[src/rtl/pipe_mux_n_pkg.sv]
// Shared pipeline-select definitions. The hazard unit and the operand mux both
// import these constants, so they always agree on the forwarding-source indices.
package pipe_mux_n_pkg;

  localparam int DEFAULT_DATA_W = 8;
  localparam int DEFAULT_NUM_IN = 4;
  localparam int DEFAULT_SEL_W  = 2;

  typedef enum logic [1:0] {
    FWD_RF  = 2'd0,
    FWD_EX  = 2'd1,
    FWD_MEM = 2'd2,
    FWD_WB  = 2'd3
  } fwd_src_e;

endpackage

[src/rtl/pipe_skid_reg.sv]
// Two-entry valid/ready register slice with flush. in_ready depends only on
// registered state, so the upstream never sees a combinational path from out_ready.
module pipe_skid_reg #(
  parameter int DATA_W = 8
) (
  input  logic              clk,
  input  logic              rst,
  input  logic              flush,
  input  logic              in_valid,
  input  logic [DATA_W-1:0] in_data,
  output logic              in_ready,
  output logic [DATA_W-1:0] out_data,
  output logic              out_valid,
  input  logic              out_ready
);

  logic [DATA_W-1:0] main_q, main_d;
  logic [DATA_W-1:0] skid_q, skid_d;
  logic              main_valid_q, main_valid_d;
  logic              skid_valid_q, skid_valid_d;
  logic              accept;

  assign in_ready = !rst && !skid_valid_q;
  assign accept   = in_valid && in_ready;

  always_comb begin
    // NOTE: every next-state signal gets a default first, otherwise any path
    // that skips an assignment infers a latch.
    main_d       = main_q;
    main_valid_d = main_valid_q;
    skid_d       = skid_q;
    skid_valid_d = skid_valid_q;

    if (!main_valid_q || out_ready) begin
      if (skid_valid_q) begin
        main_d       = skid_q;
        main_valid_d = 1'b1;
        skid_valid_d = 1'b0;
      end else if (accept) begin
        main_d       = in_data;
        main_valid_d = 1'b1;
      end else begin
        main_valid_d = 1'b0;
      end
    end else if (accept) begin
      skid_d       = in_data;
      skid_valid_d = 1'b1;
    end

    // Flush beats accept: drop everything, leave the data registers untouched.
    if (flush) begin
      main_d       = main_q;
      skid_d       = skid_q;
      main_valid_d = 1'b0;
      skid_valid_d = 1'b0;
    end
  end

  // NOTE: the data registers are reset too, so out_data reads 0 after reset
  // rather than whatever the flops powered up with.
  always_ff @(posedge clk) begin
    if (rst) begin
      main_q       <= '0;
      skid_q       <= '0;
      main_valid_q <= 1'b0;
      skid_valid_q <= 1'b0;
    end else begin
      // NOTE: sequential state uses non-blocking assignment so every flop
      // samples the pre-edge values regardless of statement order.
      main_q       <= main_d;
      skid_q       <= skid_d;
      main_valid_q <= main_valid_d;
      skid_valid_q <= skid_valid_d;
    end
  end

  assign out_data  = main_q;
  assign out_valid = main_valid_q;

endmodule

[src/rtl/pipe_mux_n.sv]
// N-way operand select feeding a stallable, flushable skid register.
// An out-of-range select captures 0 and sets a sticky error that only rst clears.
module pipe_mux_n
  import pipe_mux_n_pkg::*;
#(
  parameter int DATA_W = DEFAULT_DATA_W,
  parameter int NUM_IN = DEFAULT_NUM_IN,
  parameter int SEL_W  = DEFAULT_SEL_W
) (
  input  logic                     clk,
  input  logic                     rst,
  input  logic                     flush,
  input  logic [NUM_IN*DATA_W-1:0] data_in,
  input  logic [SEL_W-1:0]         sel,
  input  logic                     in_valid,
  output logic                     in_ready,
  output logic [DATA_W-1:0]        out_data,
  output logic                     out_valid,
  input  logic                     out_ready,
  output logic                     sel_err
);

  if (NUM_IN < 2 || SEL_W != $clog2(NUM_IN)) begin : g_bad_param
    $error("pipe_mux_n: need NUM_IN >= 2 and SEL_W == $clog2(NUM_IN)");
  end

  logic [DATA_W-1:0] word;
  logic              sel_ok;
  logic              accept;
  logic              sel_err_q, sel_err_d;

  always_comb begin
    word   = '0;
    sel_ok = 1'b0;
    for (int i = 0; i < NUM_IN; i++) begin
      if (sel == SEL_W'(i)) begin
        word   = data_in[i*DATA_W +: DATA_W];
        sel_ok = 1'b1;
      end
    end
  end

  assign accept = in_valid && in_ready;

  // A bad select is recorded even when a same-cycle flush discards the word.
  assign sel_err_d = sel_err_q || (accept && !sel_ok);

  always_ff @(posedge clk) begin
    if (rst) sel_err_q <= 1'b0;
    else     sel_err_q <= sel_err_d;
  end

  assign sel_err = sel_err_q;

  pipe_skid_reg #(.DATA_W(DATA_W)) u_skid (
    .clk       (clk),
    .rst       (rst),
    .flush     (flush),
    .in_valid  (in_valid),
    .in_data   (word),
    .in_ready  (in_ready),
    .out_data  (out_data),
    .out_valid (out_valid),
    .out_ready (out_ready)
  );

endmodule

[config.mk]
export PLATFORM = sky130hd
export DESIGN_NAME = pipe_mux_n
export DESIGN_NICKNAME = d
export VERILOG_FILES = /design/src/rtl/pipe_mux_n_pkg.sv /design/src/rtl/pipe_skid_reg.sv /design/src/rtl/pipe_mux_n.sv
export SDC_FILE = /design/constraint.sdc
export NUM_CORES = 1
export LEC_CHECK = 0
export ABC_AREA = 1
export CAP_MARGIN = 15
export CELL_PAD_IN_SITES_DETAIL_PLACEMENT = 1
export CELL_PAD_IN_SITES_GLOBAL_PLACEMENT = 2
export CORE_MARGIN = 2
export CORE_UTILIZATION = 22
export CTS_BUF_LIST = sky130_fd_sc_hd__clkbuf_8
export CTS_CLUSTER_DIAMETER = 60
export DETAILED_ROUTE_END_ITERATION = 8
export PLACE_DENSITY_LB_ADDON = 0.1
export SLEW_MARGIN = 10
export SYNTH_ARGS = -nofsm -noshare
export SYNTH_HDL_FRONTEND = slang
export SYNTH_SLANG_ARGS = --single-unit
[constraint.sdc]
create_clock -name clk -period 1.25 [get_ports clk]
set_input_delay 0.25 -clock clk [delete_from_list [all_inputs] [get_ports clk]]
set_output_delay 0.25 -clock clk [all_outputs]
set_load 0.01 [all_outputs]
; ---- Word-level counts from Yosys, hierarchy flattened
; Index checks and enable logic that the tools add are counted.
[word_totals]
register_bits = 19
latchBits = 0
ram_bits = 0
romBits = 0
input_bits = 39
out_inout_bits = 11
word_cells = 37
n_memories = 0
[classes]
add_sub_neg = 0
mul = 0
div = 0
n_lt_le_gt_ge = 0
n_eq_ne = 3
shift = 0
mux = 12
bitwise = 2
reduce_logical = 15
[ops]
columns = operator, count
row1 = $mux 8, 6
row2 = $mux 1, 6
row3 = $reduce_and 3->1, 2
row4 = $eq 2x2->1 const B, 2
row5 = $logic_not 1->1, 4
row6 = $logic_and 1x1->1, 3
row7 = $reduce_or 3->1, 1
row8 = $eq 2x1->1 const B, 1
row9 = $logic_not 2->1, 1
row10 = $logic_or 1x1->1, 2
row11 = $not 1->1, 2
row12 = $reduce_bool 2->1, 1
row13 = $reduce_or 2->1, 1

; ---- Depth between registers and ports, before layout
[depth]
word_depth = 8
ltp_mapped = 8
ltp_nobuf = 7

; ---- Modules after synthesis
; Synthesis repeated with hierarchy kept, for this count alone.
[hier_totals]
hier_cells = 198
hier_area_um2 = 1233.7
[by_module_without_submodules]
columns = mod, instances, cells_each, area_each_um2, seq_area_each_um2
row1 = pipe_skid_reg, 1, 148, 942.2, 360.3
row2 = pipe_mux_n, 1, 50, 291.5, 20.0

; ---- Worst setup path before layout
; No wires, ideal clock.
[synth_path]
path_type = flip-flop to flip-flop
from = reg u_skid.main_valid_q (netlist: u_skid.out_valid)
to = reg u_skid.main_q[1] (netlist: u_skid.out_data[1])
setup_time_ns = 0.116
arrival_time_ns = 1.025
required_time_ns = 1.134
slack_ns = 0.109
stages_incl_launch_ff = 9
n_path_buf = 1
period_less_slack_ns = 1.141
cell_sequence = dfxtp_1 -> inv_1 -> nor2_2 -> inv_1 -> nand3_4 -> buf_6 -> nand2_1 -> nand2_1 -> a21oi_2
[synth_between]
elab_chain_len = 3
[synth_rtl]
columns = item, line
row1 = "start, declared", pipe_skid_reg.sv:19  ; logic main_valid_q, main_valid_d;
row2 = "start signal, assigned", pipe_skid_reg.sv:72  ; main_valid_q <= main_valid_d;
row3 = $logic_not 1->1, pipe_skid_reg.sv:34  ; if (!main_valid_q || out_ready) begin
row4 = $logic_or 1x1->1, pipe_skid_reg.sv:34
row5 = $reduce_and 3->1 (no line), n/a
row6 = "end signal, assigned", pipe_skid_reg.sv:70  ; main_q <= main_d;
row7 = "end, declared", pipe_skid_reg.sv:17  ; logic [DATA_W-1:0] main_q, main_d;
; Every way passes these cells.
; A chain may end at the register's enable or synchronous reset.

; ---- Worst setup path in the final report
[layout_path]
from = in flush
to = reg u_skid.skid_q[3]
[layout_between]
elab_chain_len = 2
[layout_rtl]
columns = item, line
row1 = "start, declared", pipe_mux_n.sv:12  ; input logic flush,
row2 = $not 1->1 (no line), n/a
row3 = $reduce_and 3->1 (no line), n/a
row4 = "end signal, assigned", pipe_skid_reg.sv:71  ; skid_q <= skid_d;
row5 = "end, declared", pipe_skid_reg.sv:18  ; logic [DATA_W-1:0] skid_q, skid_d;
; Every way passes these cells.

==> results.md <==
- Status: complete, no violations
- Final worst-path cycle share: 0.918
- Initial antenna violation count: 0
- Rows: 26
- First drt pass iteration count: 4
- H-Tree Depth: 1
- Commonest cells in the netlist: 49 x nand2_1, 35 x inv_1, 24 x nand3_1
- Synthesized area per cell: roughly 6.3 um2
- Final WL: 3700 um
- Die area: about 6000 um2
- Max Cap Violations: 0
- Worst Path Required: 1.40 ns
- Seq/Total Area, Yosys: 0.318
- Fill cell count: 668
- Ys Warns: 0
- End of the worst register-to-register path: u_skid.out_data[5]
- Max_slew headroom: 0.794
- Syn_nets: 230
- Count leader, synth: nand2_1
- Mapped cell area: 1200 um2
- Asr flop ratio synth: 0
- DR vias/cell: 4.13
- CTS tree: done
- Wire length per cell: roughly 11 um
- Post-synth top area cell: dfxtp_1
- DR vias: 1353
- CP Launch Point: flush
- DRT iter0 DRCs: 21
- DRC: 0
- Primary FF master, synth: dfxtp_1
- Clock tree root driver cell: clkbuf_8
- Hold path start: sel_err
- Number of global-route vias before repair: 1448
- Chip height: 77.7 um
- CTS Hold Bufs: 0
- Final min period: 1.15 ns
- Crit path kind: in -> reg
- Worst min path class: reg -> reg
- Leak: 0.982 nW
- Core region area: between 5000 and 6000 um2
- Worst r2r path cells: 6
- PnR Total Power: 1.41 mW
- Fin. Hold Viols: 0
- Worst r2r src: u_skid.skid_valid_q
- Post-synth top area share: 0.318
- Slew Limit Fails: 0
- IO Port Bufs: 49
- Final #Nets: 298
- Hold path cells: 2
- Worst-Margin Slew: 0.309 ns
- Diodes inserted: 0
- DP Cell Count: 320
- Clock Sinks: 19
- Worst Setup Start Kind: primary input
- Largest net degree at the start of global routing: 17
- Gr ovfl total: 0
- Chip width: 77.7 um
- Ranking of synthesized cells by area: dfxtp_1 32%, nand2_1 15%, inv_1 11%, nand3_1 10%, a21oi_1 6.3%
- R2R setup slack: ~0.11 ns
- First-pass GRT wire length: 6390 um
- Post-Synthesis Cells: 191
- Clk_lat worst skew: around 0.25 ns
- Clock Path Buffers: 2
- Power Dens Cells: 713 nW/um2
- Fmax: 0.872 GHz
- Yosys reg bits: 19
- Yosys cell types: 17
- Peak VDD IR: approximately 310 uV
- DRT antenna net count: 0
- Setup violations, final: 0
- Number of synthesized flops with an enable pin: 0
- Initial Util: 0.231
- Worst EP arrival: roughly 1.3 ns
- Area delta synth->final: 65.3%
- Max Fanout on Critical Path: 6
- Clock-pin slew on the worst setup and hold paths: 0.08 ns
- GPL Wtd Cong: 0.706
- Hold EP: sel_err
- Clock skew: 0.00434 ns
- GRT Resource Usage Total: 0.131
- # IOs: 50
- Layout cell share with drive strength beyond 1: 0.167
- RSZ-0062 raised after global routing: false
- Num CTS Buffers: 3
- Final HPWL DP: 2940 um
- Layout Cells excl Fill: 328
- Worst Setup End Kind: flop
==> worst max-delay path: stages <==
cell and delay, ns:
clkdlybuf4s50_1 0.44, inv_2 0.09, nand4_4 0.15, buf_4 0.19, a21oi_1 0.12, nor2_1 0.06
==> stage by stage <==
stage	util	TNS [ns]	hold slack [ns]	worst slack, ns	area (um2)
after global placement	0.359	-5.61	0.413	-0.396	1860
final	0.382	0	0.425	0.103	1980
after floorplan	-	0	0.322	0.109	1200
after detailed placement	0.359	-5.84	0.420	-0.404	1860
after CTS	0.373	-0.00808	0.429	-0.00808	1930
after global routing	0.382	0	0.443	0.00331	1980
==> layer usage <==
metal  wire [um]  vias up  share of wire  GRT usage
li1            -      724              -          -
met1        1720      585           0.46      0.160
met2        1710       42           0.46      0.231
met3         237        2          0.064     0.0244
met4          39        0          0.011     0.0429
met5           0        -              0          0
==> what timing repair did <==
action                                  in CTS  in global routing
pin swaps                                    4                  3
resized for setup                           27                 12
cloned                                       1                  0
setup buffers                                0                  3
endpoints found under the setup margin      28                 14
==> power by group <==
part           switching (mW)  leakage [nW]  internal [mW]
clock network           0.208        0.0255          0.221
logic                   0.160         0.802          0.194
registers             0.00663         0.155          0.619
==> state kept, by name, summed over array words and instances (netlist names) <==
name / flops
u_skid.out_data: 8
u_skid.skid_q: 8
u_skid.skid_valid_q: 1
u_skid.out_valid: 1
sel_err: 1
==> cell families after synthesis <==
kind of cell	share of synthesized area
AO/OA/AOI/OAI	0.127
flip-flops	0.318
AND/OR/NAND/NOR	0.405
buffers and inverters	0.151
==> layout make-up <==
type | instances | area [um2] | area share
multi-input cells | 132 | 688 | 0.348
repair buffers | 68 | 637 | 0.322
flip-flops and latches | 19 | 384 | 0.194
inverters | 35 | 134 | 0.0677
well taps | 70 | 87.6 | 0.0443
clock buffers | 3 | 41.3 | 0.0209
clock inverters | 1 | 5.00 | 0.00253
==> worst max-delay path by stage <==
stage                               to  slack [ns]
finish                u_skid.skid_q[3]        0.10
floorplan           u_skid.out_data[1]        0.11
detailed placement            in_ready       -0.40
global route          u_skid.skid_q[1]       0.003
CTS                           in_ready      -0.008
global placement              in_ready       -0.40
==> layout by cell type (no fill, tap or decap), types with 4 or more instances in the layout <==
master | Yosys | routed
dfxtp_1 | 19 | 18
nor2_1 | 18 | 15
a21oi_1 | 15 | 13
buf_4 | 0 | 16
o21ai_0 | 8 | 7
dlygate4sd2_1 | 0 | 14
nand2_1 | 49 | 47
a21oi_2 | 2 | 4
or2_1 | 7 | 7
nand3_1 | 24 | 24
clkdlybuf4s50_1 | 0 | 33
inv_1 | 35 | 33
(Power assumes the default switching activity.)
